`src/rtl/uart_ram_fifo_ctrl.sv`:
```
// uart_ram_fifo_ctrl
// Byte FIFO between a UART receiver and a UART transmitter, built on an
// external 256x8 single-port RAM with a registered read port. RX writes
// always win the RAM port; reads are retried once the port is free. The
// byte being offered to the transmitter is held in a separate register,
// so the total buffering is 256 bytes in RAM plus one byte in tx_data.

module uart_ram_fifo_ctrl #(
    parameter int DEPTH  = 256,
    parameter int DATA_W = 8
) (
    input  logic              clk,
    input  logic              rst_n,
    input  logic [DATA_W-1:0] rx_data,
    input  logic              rx_valid,
    output logic [DATA_W-1:0] tx_data,
    output logic              tx_valid,
    input  logic              tx_ready,
    output logic [7:0]        ram_addr,
    output logic [DATA_W-1:0] ram_din,
    output logic              ram_we,
    input  logic [DATA_W-1:0] ram_dout,
    output logic [8:0]        count,
    output logic              full,
    output logic              empty,
    output logic              overflow
);

    // RD: waiting to launch a RAM read. LOAD: RAM data_out is valid this
    // cycle. HOLD: byte is offered to the transmitter until accepted.
    typedef enum logic [1:0] {
        ST_RD   = 2'd0,
        ST_LOAD = 2'd1,
        ST_HOLD = 2'd2
    } state_t;

    state_t             r_state;
    state_t             w_state_next;
    logic [7:0]         r_wr_ptr;
    logic [7:0]         r_rd_ptr;
    logic [8:0]         r_count;
    logic [DATA_W-1:0]  r_tx_data;
    logic               r_tx_valid;
    logic               r_overflow;

    logic               w_full;
    logic               w_empty;
    logic               w_wr_accept;
    logic               w_drop;
    logic               w_rd_commit;
    logic               w_tx_handshake;

    assign w_full  = (r_count == 9'(DEPTH));
    assign w_empty = (r_count == 9'd0);

    // Writes are gated by reset so nothing reaches the RAM while held in reset.
    assign w_wr_accept    = rst_n && rx_valid && !w_full;
    assign w_drop         = rx_valid && w_full;
    // A read only launches when the RAM port is not taken by a write.
    assign w_rd_commit    = (r_state == ST_RD) && !w_empty && !w_wr_accept;
    assign w_tx_handshake = r_tx_valid && tx_ready;

    assign ram_we   = w_wr_accept;
    assign ram_addr = w_wr_accept ? r_wr_ptr : r_rd_ptr;
    assign ram_din  = rx_data;

    assign tx_data  = r_tx_data;
    assign tx_valid = r_tx_valid;
    assign count    = r_count;
    assign full     = w_full;
    assign empty    = w_empty;
    assign overflow = r_overflow;

    // State register.
    always_ff @(posedge clk) begin
        if (!rst_n) begin
            r_state <= ST_RD;
        end else begin
            r_state <= w_state_next;
        end
    end

    // Next-state decode: RD -> LOAD on a committed read, LOAD -> HOLD always,
    // HOLD -> RD once the transmitter takes the byte.
    always_comb begin
        w_state_next = r_state;
        case (r_state)
            ST_RD: begin
                if (w_rd_commit) begin
                    w_state_next = ST_LOAD;
                end
            end
            ST_LOAD: begin
                w_state_next = ST_HOLD;
            end
            ST_HOLD: begin
                if (w_tx_handshake) begin
                    w_state_next = ST_RD;
                end
            end
            default: begin
                w_state_next = ST_RD;
            end
        endcase
    end

    // Pointers, occupancy and sticky overflow. Write and read commit are
    // mutually exclusive, so count only ever moves by one in either direction.
    always_ff @(posedge clk) begin
        if (!rst_n) begin
            r_wr_ptr   <= 8'd0;
            r_rd_ptr   <= 8'd0;
            r_count    <= 9'd0;
            r_overflow <= 1'b0;
        end else begin
            if (w_wr_accept) begin
                r_wr_ptr <= r_wr_ptr + 8'd1;
                r_count  <= r_count + 9'd1;
            end else if (w_rd_commit) begin
                r_rd_ptr <= r_rd_ptr + 8'd1;
                r_count  <= r_count - 9'd1;
            end
            if (w_drop) begin
                r_overflow <= 1'b1;
            end
        end
    end

    // Transmit holding register: capture RAM output in LOAD, release on handshake.
    // The RAM leaves data_out alone on write cycles, so a write during LOAD is harmless.
    always_ff @(posedge clk) begin
        if (!rst_n) begin
            r_tx_data  <= '0;
            r_tx_valid <= 1'b0;
        end else if (r_state == ST_LOAD) begin
            r_tx_data  <= ram_dout;
            r_tx_valid <= 1'b1;
        end else if ((r_state == ST_HOLD) && w_tx_handshake) begin
            r_tx_valid <= 1'b0;
        end
    end

endmodule

```
`config.mk`:
```
export PLATFORM = sky130hd
export DESIGN_NAME = uart_ram_fifo_ctrl
export DESIGN_NICKNAME = d
export VERILOG_FILES = /design/src/rtl/uart_ram_fifo_ctrl.sv
export SDC_FILE = /design/constraint.sdc
export NUM_CORES = 1
export LEC_CHECK = 0
export ABC_AREA = 1
export CAP_MARGIN = 25
export CORE_AREA = 4 4 75 77
export CTS_BUF_LIST = sky130_fd_sc_hd__clkbuf_16
export DETAILED_ROUTE_END_ITERATION = 16
export DIE_AREA = 0 0 79 81
export PLACE_DENSITY = 0.75
export SYNTH_ARGS = -nofsm -noshare
export SYNTH_HDL_FRONTEND = slang
export SYNTH_SLANG_ARGS = --single-unit
export TNS_END_PERCENT = 5
```
`constraint.sdc`:
```
create_clock -name clk -period 2 [get_ports clk]
set_input_delay 0.3 -clock clk [delete_from_list [all_inputs] [get_ports clk]]
set_output_delay 0.3 -clock clk [all_outputs]
set_load 0.03 [all_outputs]
```
==> results of run 1 <==
-- worst paths after layout --
kind          startpoint          end  cells after the start
max             count[5]     count[8]                     15
min          r_wr_ptr[6]  r_wr_ptr[6]                      2
max reg2reg     count[5]     count[8]                     15
min reg2reg  r_wr_ptr[6]  r_wr_ptr[6]                      2
-- flip-flops by register name, indices dropped and copies added (netlist names) --
| name | count |
|---|---|
| tx_valid | 1 |
| count | 9 |
| r_state | 2 |
| r_rd_ptr | 8 |
| r_wr_ptr | 8 |
| tx_data | 8 |
| overflow | 1 |
-- area by class of cell --
class | instances | area (µm²)
Multi-Input combinational cell | 208 | 1220
Tap cell | 70 | 87.6
Sequential cell | 37 | 761
Fill cell | 458 | 2040
Clock inverter | 2 | 35.0
Clock buffer | 6 | 150
Inverter | 29 | 113
Timing Repair Buffer | 68 | 599
-- timing repair --
action / CTS / global route
setup buffers: 0 / 3
setup endpoints to repair: 12 / 14
pin swaps: 0 / 9
resized for setup: 4 / 15
-- power groups by stage --
stage	combinational [mW]	clock, mW	sequential, mW
2_1_floorplan	1.07	0	1.29
3_3_place_gp	1.99	0	1.03
3_5_place_dp	2.01	0	1.03
4_1_cts	2.04	0.990	1.02
5_1_grt	2.37	1.02	1.06
6_report	2.15	0.969	1.04
-- worst max-delay path, cell delays in order, from the launching register on --
cell and delay [ns]:
dfxtp_2 0.32, nor2_2 0.11, nand2_2 0.09, nor2_4 0.14, nand2_4 0.08, nand2_8 0.09
clkinvlp_4 0.10, fa_2 0.42, o21ai_4 0.19, nand2_1 0.07, nand2_1 0.08, inv_1 0.04
nand2_1 0.07, nand3_1 0.07, nand2_1 0.07, nor2_1 0.04
-- synthesized netlist by cell type (2+ instances only) --
cell	number	area share, %
buf_2	3	0.70
buf_4	8	2.8
nand3_1	15	3.5
clkbuf_1	2	0.35
nor3_1	5	1.2
buf_6	3	1.6
nor2_1	34	6.0
inv_1	28	4.9
xnor2_1	4	1.6
ha_1	9	5.3
dfxtp_1	37	35
o21ai_0	27	6.3
nand2_4	3	1.6
nand4_1	2	0.59
a21oi_1	29	6.8
nand2_1	56	9.9
nor3_2	2	0.94
o21ai_2	3	1.2
xor2_1	9	3.7
-- routing by layer --
metal | track usage, % | vias to the layer above | part of all wire [%]
li1 | - | 1057 | -
met1 | 19.3 | 920 | 47
met2 | 27.4 | 39 | 45
met3 | 6.32 | 12 | 6.3
met4 | 4.30 | 0 | 1.3
met5 | 0 | - | 0
-- logic make-up after synthesis --
kind of cell / count (synthesis) / synth area share [%]
adder cells (fa/ha/maj): 10 / 6.23
XOR/XNOR: 13 / 5.35
buffers and inverters: 46 / 11.3
AO/OA/AOI/OAI: 61 / 15.4
AND/OR/NAND/NOR: 124 / 27.0
flip-flops: 37 / 34.8
-- cell usage in the layout, fill, tap and decap left out, types with 3 or more instances in the layout --
cell type / instances
a21oi_1: 28
buf_4: 34
clkbuf_16: 6
clkdlybuf4s50_1: 30
dfxtp_1: 29
dfxtp_2: 4
dfxtp_4: 4
ha_1: 6
ha_4: 3
inv_1: 26
nand2_1: 55
nand2_4: 3
nand3_1: 15
nor2_1: 31
nor2_4: 3
nor3_1: 5
o21ai_0: 26
o21ai_2: 3
xnor2_1: 4
xor2_1: 9
-- through the flow --
| stage | power, mW | instances | util (%) | worst slack, ns | hold slack (ns) |
|---|---|---|---|---|---|
| 2_1_floorplan | 2.36 | 291 | - | -0.256 | 0.411 |
| 3_3_place_gp | 3.02 | 409 | 53.6 | -0.252 | 0.466 |
| 3_5_place_dp | 3.04 | 409 | 53.6 | -0.279 | 0.477 |
| 4_1_cts | 4.05 | 417 | 57.4 | -0.105 | 0.488 |
| 5_1_grt | 4.45 | 420 | 59.3 | -0.229 | 0.517 |
| 6_report | 4.16 | 420 | 59.3 | -0.0972 | 0.483 |
==> impl_metrics.tcl, run 1 <==
set metrics [dict create \
    antenna_found_initial 0 \
    ff2ff_setup_slack_ns -0.1 \
    fp.dieW_um 79 \
    syn2layout_area_growth_pct 39.4 \
    grt_usage_pct 16.2 \
    p_leak_nw 1.25 \
    worstPathMaxFanout 6 \
    maxCapViolCount 0 \
    avgSynthCellArea_um2 7.32 \
    crit_type "reg2reg" \
    cp-end-kind "flip-flop" \
    post-route-worst-setup-slack_ns -0.0972 \
    fin_crit_sh_pct 105 \
    pwr-share-clk_pct 23.3 \
    fin_crit_ns 2.10 \
    place_area_um2 2690 \
    critPathRequiredTime_ns 2.18 \
    p_int_mw 2.53 \
    grt-ovfl-total 0 \
    p_sw_share_pct 39.0 \
    maxSlewHeadroom_pct 65.4 \
    drc 0 \
    clock_latency_ns 0.28 \
    setup_viol 6 \
    slew_viol_final 0 \
    synth_seq_cells 37 \
    wirelength_um 5060 \
    drtIter0Drc 57 \
    async_reset_ff_share_pct 0 \
    critPathArrivalTime_ns 2.27 \
    max_freq_mhz 477 \
    netlist_area_um2 2130 \
    synth_edf_count 0 \
    worst_pin_slew_ns 0.518 \
    die_h_um 81 \
    nNetsFinal 379 \
    drive_gt1_share_pct 22.6 \
    rsz0062_at_grt "yes" \
    vias 2028 \
    yosysWarnings 0 \
    gp_congestion 0.865 \
    cts_hold_buffers 0 \
    tns_ns -0.243 \
    htreeDepth 2 \
    portBuffers 41 \
    netlist_instances 291 \
    synth_cell_types 31 \
    fin_area_um2 2970 \
    power.density_nw_per_um2 1400 \
    core_area_um2 5010 \
    start_util_pct 42.5 \
    wl_per_cell_um 12.0 \
    rows 26 \
    status "finished with violations" \
    comb_power_share_pct 51.7 \
    cts_buffer_depth 2 \
    ir_worst_vdd_mv 1.12 \
    clkTransAtPathRegs_ns 0.06 \
    final_hold_viol_count 0 \
    firstDrtPassIters 4 \
    grt_max_degree 36 \
    syn-num-nets 321 \
    root_buffer "clkbuf_16" \
    io_pins 58 \
    violations "setup timing" \
    antenna_left 0 \
    die_area_um2 6400 \
    seq_power_share_pct 25.0 \
    holdCritPathClass "reg2reg" \
    grt_pass1_vias 1913 \
    cts.sinks 37 \
    grt_pass1_wl_um 8310 \
    n_antenna_cell 0 \
    yosysSeqAreaShare_pct 34.8 \
    cts_buffers 5 \
    cts_tree "yes" \
    synth_ff_type "dfxtp_1" \
    dpl.hpwl_um 3470 \
    critPathLaunchType "flip-flop" \
    routed_via_density 4.83 \
    finClkSkew_ns 0.00398 \
    switchingPower_mw 1.62 \
]
(Power assumes the default switching activity.)
==> run 2, diff against run 1 <==
SETUP_SLACK_MARGIN = 0.3   (was unset)
==> run 2 against run 1 <==
The flow still finishes with violations (setup timing). Via count barely moved. Clock power barely moved. First-iteration DRC count rose by 53%. Combinational power rose by 8%. Die area did not move. Hold slack got worse by 0.10 ns. Routed wire length rose by 5.5%. Flip-flop and latch count did not move. Clock-buffer cell count did not move. Largest cell class unchanged. Highest routed layer unchanged.
==> impl_metrics.tcl, run 2 (synthesis gave the netlist of run 1 again) <==
set metrics [dict create \
    cts_hold_buffers 0 \
    rsz0062_at_grt "yes" \
    wirelength_um 5340 \
    post-route-worst-setup-slack_ns -0.0496 \
    final_cell_mix "nand2_1 (53), buf_4 (33), nor2_1 (30)" \
    p_sw_share_pct 39.7 \
    worst_pin_slew_ns 0.535 \
    drive_gt1_share_pct 26.2 \
    critPathLaunchType "flip-flop" \
    cts.sinks 37 \
    critPathRequiredTime_ns 2.17 \
    p_leak_nw 1.34 \
    p_int_mw 2.62 \
    setup_viol 2 \
    cts_buffer_depth 2 \
    maxSlewHeadroom_pct 64.3 \
    place_inst 409 \
    firstDrtPassIters 4 \
    grt_usage_pct 17.0 \
    core_area_um2 5010 \
    syn2layout_area_growth_pct 44.6 \
    cts_tree "yes" \
    post-place-ws_ns -0.279 \
    wl_per_cell_um 12.7 \
    comb_power_share_pct 53.8 \
    cp-end-kind "flip-flop" \
    multi_input_area_um2 1300 \
    slew_viol_final 0 \
    largest_reg_flops 9 \
    holdCritPathClass "in2reg" \
    io_pins 58 \
    clkTransAtPathRegs_ns 0.06 \
    grt-ovfl-total 0 \
    final_hold_viol_count 0 \
    gp_congestion 0.865 \
    antenna_left 0 \
    cts_buffers 5 \
    grt_max_degree 36 \
    post-route-util_pct 61.5 \
    fin_crit_ns 2.05 \
    finClkSkew_ns 0.00371 \
    switchingPower_mw 1.72 \
    max_freq_mhz 488 \
    stdcell_count 421 \
    register_area_um2 761 \
    maxCapViolCount 0 \
    fin_crit_sh_pct 102 \
    grt_pass1_wl_um 8650 \
    ir_worst_vdd_mv 1.06 \
    ff2ff_setup_slack_ns -0.05 \
    violations "setup timing" \
    vias 2026 \
    drtIter0Drc 87 \
    antenna_found_initial 0 \
    critPathArrivalTime_ns 2.22 \
    status "finished with violations" \
    root_buffer "clkbuf_16" \
    rows 26 \
    worstPathMaxFanout 4 \
    portBuffers 41 \
    grt_pass1_vias 1963 \
    layout_commonest_cell "nand2_1" \
    fill_cells 431 \
    die_area_um2 6400 \
    dpl.hpwl_um 3470 \
    crit_type "reg2reg" \
    routed_via_density 4.81 \
    htreeDepth 2 \
    nNetsFinal 380 \
    die_h_um 81 \
    power.density_nw_per_um2 1410 \
    fp.dieW_um 79 \
    start_util_pct 42.5 \
    n_antenna_cell 0 \
    drc 0 \
    pwr-share-clk_pct 22.4 \
    clock_latency_ns 0.28 \
    seq_power_share_pct 23.8 \
]
run 2: cell types whose count changed in the layout (fill, tap and decap cells not counted), moves of 3 or more:
cell,change
a21oi_1,-3
buf_6,+3
clkdlybuf4s50_1,-10
dlygate4sd2_1,+4
dlymetal6s2s_1,+4
ha_1,-3
ha_4,+3
run 2: routing by layer:
metal	wire length (µm)	GRT usage [%]
met5	0	0
met4	104	4.81
met3	332	6.32
met2	2530	29.2
met1	2370	19.9
run 2: final timing paths:
path,from,end,cells after the start
worst max register to register,count[5],count[8],15
worst min-delay path,rst_n,overflow,3
worst min register to register,r_wr_ptr[6],r_wr_ptr[6],2
worst max-delay path,count[5],count[8],15
run 2: area by class of cell:
type	instances	area share, %
multi-input combinational	208	42.1
sequential	37	24.7
timing repair buffer	69	20.6
clock buffer	6	4.88
inverter	29	3.66
tap	70	2.84
clock inverter	2	1.14
run 2: critical path, cell delays in order (launching register included):
cell and delay, ns:
dfxtp_2 0.32, nor2_2 0.12, nand2_2 0.09, nor2_4 0.14
nand2_4 0.08, nand2_8 0.09, clkinvlp_4 0.09, fa_2 0.37
o21ai_4 0.16, nand2_1 0.08, nand2_1 0.08, inv_1 0.05
nand2_1 0.07, nand3_1 0.07, nand2_1 0.08, nor2_1 0.04
run 2: power by group through the flow:
stage	Sequential [mW]	Combinational, mW	Clock, mW
floorplan	1.29	1.07	0
global placement	1.03	1.99	0
detailed placement	1.03	2.01	0
CTS	1.02	2.13	0.990
global route	1.05	2.54	1.02
finish	1.03	2.33	0.971
run 2: per-stage QoR:
step	instance area, µm²	hold WS (ns)	total power [mW]	setup TNS, ns
global route	3080	0.398	4.62	-0.885
CTS	2970	0.487	4.14	-0.167
detailed placement	2690	0.477	3.04	-1.83
floorplan	2160	0.411	2.36	-0.768
finish	3080	0.383	4.34	-0.0783
global placement	2690	0.466	3.02	-1.62
run 2: repair_timing:
item,4_1_cts,5_1_grt
resized for setup,32,19
setup endpoints to repair,32,23
pin swaps,10,4
buffers inserted,4,0
==> run 3, diff against run 2 <==
CORE_AREA = 4 4 67 69   (was 4 4 75 77)
DIE_AREA = 0 0 71 73   (was 0 0 79 81)
DONT_BUFFER_PORTS = 1   (was unset)
PLACE_DENSITY = 0.7   (was 0.75)
RECOVER_POWER = 100   (was unset)
clock period = 2.35 ns   (was 2 ns; I/O delays follow)
==> run 3 against run 2 <==
The flow now finishes without violations. Global-route usage rose by 2.2 points. Via count shrank 6.7%. Combinational power down 40%. Fmax fell by 4.5%. Sequential share of layout area up 5.4 points. Clock power shrank 21%. Largest cell class unchanged. Hold slack lost 0.21 ns. Flip-flop and latch count is the same. Critical path type unchanged. First-iteration DRC count up 9.2%. Setup slack better by 0.25 ns. Sequential power decreased by 5%. Clock skew barely moved.
==> impl_metrics.tcl, run 3 (synthesis gave the netlist of run 1 again) <==
set metrics [dict create \
    fill_cells 356 \
    cp-end-kind "flip-flop" \
    maxSlewHeadroom_pct 61.9 \
    critPathRequiredTime_ns 2.51 \
    firstDrtPassIters 4 \
    p_leak_nw 1.04 \
    antenna_left 0 \
    holdWs_ns 0.168 \
    power.density_nw_per_um2 1240 \
    wl_per_cell_um 13.6 \
    critPathLaunchType "flip-flop" \
    nNetsFinal 339 \
    place_area_um2 2230 \
    switchingPower_mw 1.35 \
    setup_viol 0 \
    hold_start "rst_n" \
    cts_tree "yes" \
    core_area_um2 3910 \
    p_sw_share_pct 43.1 \
    htreeDepth 2 \
    start_util_pct 54.4 \
    max_freq_mhz 466 \
    largest_reg_flops 9 \
    power_mw 3.14 \
    portBuffers 0 \
    crit_type "reg2reg" \
    multi_input_area_um2 1230 \
    drive_gt1_share_pct 19.0 \
    worst_pin_slew_ns 0.571 \
    clock_latency_ns 0.28 \
    grt_pass1_vias 1650 \
    slew_viol_final 0 \
    rsz0062_at_grt "yes" \
    fp.dieW_um 71 \
    finClkSkew_ns 0.00325 \
    cts_buffer_depth 2 \
    crit_start "count[2]" \
    ir_worst_vdd_mv 0.797 \
    antenna_found_initial 0 \
    maxCapViolCount 0 \
    grt_max_degree 25 \
    dpl.hpwl_um 3260 \
    die_area_um2 5180 \
    status "finished clean" \
    grt_pass1_wl_um 7900 \
    syn2layout_area_growth_pct 18.8 \
    cts.sinks 37 \
    worstPathMaxFanout 6 \
    fin_area_um2 2530 \
    critPathArrivalTime_ns 2.31 \
    layout_commonest_cell "nand2_1" \
    p_int_mw 1.79 \
    cts_buffers 5 \
    n_antenna_cell 0 \
    r2r-start "count[2]" \
    register_area_um2 761 \
    grt_usage_pct 19.2 \
    fin_crit_ns 2.15 \
    final_hold_viol_count 0 \
    vias 1890 \
    wirelength_um 4910 \
    comb_power_share_pct 44.2 \
    gp_congestion 0.815 \
    tns_ns 0 \
    io_pins 58 \
    seq_power_share_pct 31.3 \
    fin_crit_sh_pct 91.3 \
    grt-ovfl-total 0 \
    final_cell_mix "nand2_1 (53), nor2_1 (33), dfxtp_1 (29)" \
    drtIter0Drc 95 \
    holdCritPathClass "in2reg" \
    clkTransAtPathRegs_ns 0.06 \
    drc 0 \
    rows 23 \
    root_buffer "clkbuf_16" \
    die_h_um 73 \
    cts_hold_buffers 0 \
    pwr-share-clk_pct 24.5 \
    routed_via_density 5.25 \
]
[run 3: cell count changes in the layout (fill, tap and decap cells not counted), sizes merged]
cell	before	now
clkdlybuf4s50	20	0
nand2	61	62
bufbuf	0	1
dlymetal6s2s	4	0
dlygate4sd2	6	0
clkbuf	6	21
clkinvlp	1	2
buf	39	10
[run 3: path summary, 6_finish.rpt]
kind                       to  slack (ns)  depth (start not counted)
hold reg to reg   r_wr_ptr[6]        0.48                          2
hold / removal       count[5]        0.17                          2
setup reg to reg     count[7]        0.20                         12
setup / recovery     count[7]        0.20                         12
[run 3: layer usage]
| metal | routed length [µm] | track usage (%) | vias up |
|---|---|---|---|
| met5 | 0 | 0 | - |
| met4 | 64 | 7.31 | 0 |
| met3 | 372 | 5.92 | 5 |
| met2 | 2350 | 30.6 | 54 |
| met1 | 2130 | 24.5 | 858 |
| li1 | - | - | 973 |
[run 3: what timing repair did]
item	4_1_cts	5_1_grt
buffers inserted	6	2
gates cloned	2	0
setup endpoints to repair	12	14
pin swaps	5	9
resized for setup	5	13
[run 3: through the flow]
step	utilization, %	worst slack, ns	instances
final	64.6	0.204	360
after floorplan	-	0.0942	291
after CTS	64.4	0.286	358
after global placement	56.9	0.231	342
after global routing	64.6	0.109	360
after detailed placement	56.9	0.191	342
[run 3: worst max-delay path: stages, from the launching register on]
cell,delay [ns]
dfxtp_4,0.42
nor2_4,0.05
nand2_2,0.07
nor2_4,0.05
nand2_4,0.09
clkbuf_1,0.22
nand2_8,0.12
ha_4,0.31
nand2_1,0.07
or2_2,0.30
nand3_1,0.10
xnor2_1,0.14
a21oi_1,0.09
[run 3: power by group through the flow]
stage | registers [mW] | logic (mW) | clock network [mW]
after CTS | 0.984 | 1.32 | 0.782
after global placement | 0.990 | 1.23 | 0
after detailed placement | 0.991 | 1.24 | 0
after global routing | 0.999 | 1.53 | 0.814
final | 0.982 | 1.39 | 0.768
after floorplan | 1.10 | 0.913 | 0
[run 3: layout make-up]
cell class	count	share of cell area, %
multi-input cells	209	48.8
clock inverters	3	1.83
inverters	29	4.45
flip-flops and latches	37	30.1
repair buffers	27	7.47
clock buffers	5	4.95
well taps	50	2.47
==> edit 1 (flow settings as in run 1) <==
Change the parameter `DATA_W` from 8 to 9.
--- a/src/rtl/uart_ram_fifo_ctrl.sv
+++ b/src/rtl/uart_ram_fifo_ctrl.sv
@@ -7,7 +7,7 @@
 
 module uart_ram_fifo_ctrl #(
     parameter int DEPTH  = 256,
-    parameter int DATA_W = 8
+    parameter int DATA_W = 9
 ) (
     input  logic              clk,
     input  logic              rst_n,
Interface: changed (resized ram_din, ram_dout, rx_data and tx_data); port bits go from 58 to 62. The function was not compared with the original's and may differ.
==> edit 1 against run 1 <==
The flow still finishes with violations (setup timing). Non-clock buffer count rose by 1. Die area did not move. Worst setup slack improved by 79 ps. Wire length increased by 1.9%. Design area shrank 1.5%. Power fell by 4.4%. Utilization fell by 0.90 points. Count of clock-buffer cells in the layout down 1. First-iteration DRC count rose by 88%. Area after synthesis up 1.4%. Sequential cell count is 1 higher. Global-route usage rose by 0.88 points. Critical endpoint is now ram_addr[4].
==> edit 1: results (changes against run 1) <==
CTS Buf Count 5 (unchanged); Critical Path Source count[1]$_SDFFE_PN0P_ (was count[5]$_SDFFE_PN0P_); Synth Net Count 329 (was 321); final wirelength 5149 microns (was 5055 microns); First-pass DRT Iterations 4 (unchanged); vias 2,027 (was 2,028); met1 GRT Util 20.04% (was 19.25%); clk slew on worst S/H paths 60 ps (about the same); WL/cell 12.12 microns (was 12.04 microns); first-pass GRT wire length 8659 microns (was 8307 microns); RR Endpoint count[8]$_SDFFE_PN0P_ (unchanged); Root Driver clkbuf_16 (unchanged); number of global-route vias before repair 1,894 (was 1,913); run status complete, but fails checks (unchanged); TNS Setup -36.91 ps (was -243.5 ps); Worst slew margin 60.19% (was 65.45%); hold crit path type reg2reg (unchanged); Synth top cells by count nand2_1, dfxtp_1, nor2_1 (unchanged); clk_lat worst skew 280 ps (about the same); Leakage 1.241 nW (was 1.254 nW); Hold Path Stages 2 (unchanged); GPL Wtd Cong 0.8517 (was 0.8648); Post-CTS Setup Inserts 0 (unchanged); critical path data arrival time 1720 ps (was 2270 ps); IO Port Bufs 43 (was 41); DP HPWL 3720 microns (was 3473 microns); Cell variety after synth 30 (was 31); Worst Skew 5.006 ps (was 3.984 ps); dpl cell area 2730 sq um (was 2686 sq um); failing checks setup timing (unchanged); sequential-to-total area share from yosys stat 35.25% (was 34.78%); worst setup margin -18.64 ps (was -97.21 ps); placed cell count 417 (was 409); Nets 386 (was 379); CTS Buffer Depth 2 (unchanged); M3 GR Usage 7.871% (was 6.319%); initial antenna violation count 0 (unchanged); min-delay src tx_valid$_SDFFE_PN0P_ (was r_wr_ptr[6]$_SDFFE_PN0P_); syn avg cell area 7.267 sq um (was 7.318 sq um); Total GRT Usage 17.10% (was 16.22%); hold path endpoint tx_valid$_SDFFE_PN0P_ (was r_wr_ptr[6]$_SDFFE_PN0P_); synth warn 0 (unchanged); Area contributors post-synth dfxtp_1, nand2_1, o21ai_0 (was dfxtp_1, nand2_1, a21oi_1); reg-to-reg critical path startpoint count[1]$_SDFFE_PN0P_ (was count[5]$_SDFFE_PN0P_); GR Util met2 28.03% (was 27.44%); pin count of the biggest net entering global routing 37 (was 36); # setup viols final 4 (was 6); Worst Setup EP ram_addr[4] (was count[8]$_SDFFE_PN0P_); layout cells sized above 1 20.28% (was 22.57%); period utilization 100.9% (was 104.9%); post-place setup slack -273.7 ps (was -279.0 ps); WHS 478.3 ps (was 483.3 ps); DRT iter0 DRCs 107 (was 57); Worst VDD drop 0.9184 mV (was 1.117 mV); CP max FO 36 (was 6)
-- edit 1: timing repair --
item | 4_1_cts | 5_1_grt
pin swaps | 0 | 3
setup endpoints to repair | 11 | 15
resized for setup | 6 | 9
-- edit 1: metal layers --
| layer | up-vias | part of all wire, % |
|---|---|---|
| met1 | 900 | 45 |
| met4 | 0 | 1.1 |
| li1 | 1068 | - |
| met3 | 6 | 8.8 |
| met5 | - | 0 |
| met2 | 53 | 45 |
-- edit 1: cell type report --
| cell class | count | area, sq um |
|---|---|---|
| flip-flops and latches | 38 | 775.7 |
| well taps | 70 | 87.58 |
| inverters | 27 | 105.1 |
| repair buffers | 69 | 624.3 |
| multi-input cells | 213 | 1190 |
| clock buffers | 5 | 125.1 |
| fillers | 490 | 2086 |
| clock inverters | 3 | 16.27 |
-- edit 1: power breakdown --
group          switching (mW)  total, mW  internal (mW)
logic                    1.21       2.16          0.945
clock network           0.310      0.764          0.455
registers               0.118       1.05          0.937
total                    1.64       3.98           2.34
-- edit 1: cell families (layout without fill, tap and decap cells) --
group | count (synthesis) | in the layout | synth area share (%)
and+or+nand+nor | 128 | 128 | 26.15
AOI/OAI and AO/OA | 62 | 62 | 15.25
buffers and inverters | 46 | 104 | 11.94
DFF | 38 | 38 | 35.25
xor gates and xnor gates | 13 | 13 | 5.275
adders and majority gates | 10 | 10 | 6.145
-- edit 1: worst max-delay path, stage by stage (launching register included) --
cell and delay (ps):
dfxtp_2 330, nor2_4 110, nand2_2 70, nor2_4 150
nand2_4 90, nand2_8 110, buf_12 200, nand2_1 70
o21ai_0 100, buf_4 210
==> edit 2 (flow settings as in run 1) <==
Without the edit above. Make the reset (`rst_n`) asynchronous in 3 clocked blocks.
--- a/src/rtl/uart_ram_fifo_ctrl.sv
+++ b/src/rtl/uart_ram_fifo_ctrl.sv
@@ -72,7 +72,7 @@
     assign overflow = r_overflow;
 
     // State register.
-    always_ff @(posedge clk) begin
+    always_ff @(posedge clk or negedge rst_n) begin
         if (!rst_n) begin
             r_state <= ST_RD;
         end else begin
@@ -106,7 +106,7 @@
 
     // Pointers, occupancy and sticky overflow. Write and read commit are
     // mutually exclusive, so count only ever moves by one in either direction.
-    always_ff @(posedge clk) begin
+    always_ff @(posedge clk or negedge rst_n) begin
         if (!rst_n) begin
             r_wr_ptr   <= 8'd0;
             r_rd_ptr   <= 8'd0;
@@ -128,7 +128,7 @@
 
     // Transmit holding register: capture RAM output in LOAD, release on handshake.
     // The RAM leaves data_out alone on write cycles, so a write during LOAD is harmless.
-    always_ff @(posedge clk) begin
+    always_ff @(posedge clk or negedge rst_n) begin
         if (!rst_n) begin
             r_tx_data  <= '0;
             r_tx_valid <= 1'b0;
Formal check against the unedited RTL: differs if rst_n is asserted again (counterexample within 4 cycles, from zero or initial values and one cycle with rst_n low); with rst_n held inactive, the same outputs for 10 cycles.
==> edit 2 against run 1 <==
The flow still finishes with violations (setup timing). Count of clock-buffer cells in the layout is 1 lower. Design area is 0.42% higher. Wire length is 5.0% lower. Power is 25% higher. Sequential cell count stayed put. Worst setup slack better by 13 ps. Worst hold slack worse by 450 ps. Area after synthesis is 4.8% higher. Largest cell class unchanged. Largest power group unchanged.
==> edit 2: results (changes against run 1) <==
RR Endpoint count[5]$_DFFE_PN0P_ (was count[8]$_SDFFE_PN0P_); GPL Wtd Cong 0.8364 (was 0.8648); XOR/XNOR share of the synthesized area 5.493% (was 5.347%); pin count of the biggest net entering global routing 31 (was 36); first-pass GRT wire length 8355 microns (was 8307 microns); placed cell count 378 (was 409); Synth top cells by count nand2_1, dfrtp_1, inv_1 (was nand2_1, dfxtp_1, nor2_1); CTS Buffer Depth 2 (unchanged); Root Driver clkbuf_16 (unchanged); Nets 345 (was 379); Area contributors post-synth dfrtp_1, nand2_1, ha_1 (was dfxtp_1, nand2_1, a21oi_1); Worst slew margin 73.83% (was 65.45%); hold crit path type in2async (was reg2reg); layout cells sized above 1 26.58% (was 22.57%); post-synthesis compound-gate area fraction 7.231% (was 15.39%); WHS 34.97 ps (was 483.3 ps); critical path data arrival time 1780 ps (was 2270 ps); synth warn 0 (unchanged); clk_lat worst skew 280 ps (about the same); Post-Syn Instances 258 (was 291); DRT iter0 DRCs 44 (was 57); WL/cell 12.44 microns (was 12.04 microns); TNS Setup -534.9 ps (was -243.5 ps); Synth Net Count 288 (was 321); max FFs per register 9 (unchanged); Via density 4.725 (was 4.829); number of global-route vias before repair 1,888 (was 1,913); n_diodes 0 (unchanged); CTS Buf Count 5 (unchanged); First-pass DRT Iterations 6 (was 4); Post-Synth Adder-Cell Area 5.942% (was 6.228%); failing checks setup timing (unchanged); Worst Skew 5.130 ps (was 3.984 ps); run status complete, but fails checks (unchanged); clk slew on worst S/H paths 60 ps (about the same); # setup viols final 9 (was 6); dpl cell area 2798 sq um (was 2686 sq um); sequential-to-total area share from yosys stat 41.48% (was 34.78%); Leakage 1.445 nW (was 1.254 nW); r2r worst-path depth 12 (was 15); post-place setup slack -214.4 ps (was -279.0 ps); DP HPWL 3649 microns (was 3473 microns); CP max FO 14 (was 6); Cell variety after synth 33 (was 31); Worst VDD drop 1.029 mV (was 1.117 mV); H-Tree Depth 2 (unchanged); Layout Cells excl Fill 386 (was 420); initial antenna violation count 0 (unchanged); Total GRT Usage 16.54% (was 16.22%); multiplexer share of the synthesized area 4.036% (was 0%); Async S/R FF share, synth 100.0% (was 0%); reg-to-reg critical path startpoint count[6]$_DFFE_PN0P_ (was count[5]$_SDFFE_PN0P_); FF-to-FF setup slack -20 ps (was -100 ps); IO Port Bufs 41 (unchanged); worst setup margin -83.94 ps (was -97.21 ps)
[edit 2: kinds of logic after synthesis]
logic type	count (synthesis)
AOI/OAI and AO/OA	27
xor gates and xnor gates	14
adders and majority gates	10
buffers and inverters	41
DFF	37
muxes	8
and+or+nand+nor	121
[edit 2: cell type report]
cell class,instances,area (sq um)
clock buffers,5,125.1
clock inverters,3,17.52
fillers,470,2028
inverters,29,121.4
multi-input cells,180,1137
flip-flops and latches,37,935.9
well taps,70,87.58
repair buffers,62,556.8
[edit 2: worst max-delay path by stage]
stage,from,to,slack [ps],cells past startpoint
floorplan,count[0]$_DFFE_PN0P_,ram_addr[3],-230,8
global placement,rx_valid,count[8]$_DFFE_PN0P_,-140,11
detailed placement,rx_valid,count[8]$_DFFE_PN0P_,-210,11
CTS,count[2]$_DFFE_PN0P_,ram_addr[7],-90,9
global route,count[0]$_DFFE_PN0P_,ram_addr[7],-200,9
finish,count[6]$_DFFE_PN0P_,ram_addr[7],-80,9
[edit 2: routing by layer]
layer	vias up	share of wire [%]	global-route usage, %
li1	922	-	-
met1	856	45	20.29
met2	42	49	28.37
met3	4	5.4	4.767
met4	0	0.83	4.811
met5	-	0	0
[edit 2: what timing repair did]
| action | CTS | global route |
|---|---|---|
| pin swaps | 1 | 0 |
| resized for setup | 6 | 2 |
| setup buffers | 0 | 0 |
| setup endpoints to repair | 11 | 14 |
[edit 2: worst max-delay path, stage by stage (launching register included)]
cell and delay, ps:
dfrtp_2 410, nor2_2 110, nand2_1 90, nor2_4 120, nand2_4 90, nand3_4 160, buf_8 180, nand2_1 70
o21ai_0 80, buf_4 190
[edit 2: report_power, final]
group          total [mW]  switching, mW  leakage [nW]  internal [mW]
Sequential           1.37          0.262         0.446           1.11
Clock               0.755          0.299        0.0712          0.457
Combinational        3.05           1.72         0.927           1.33
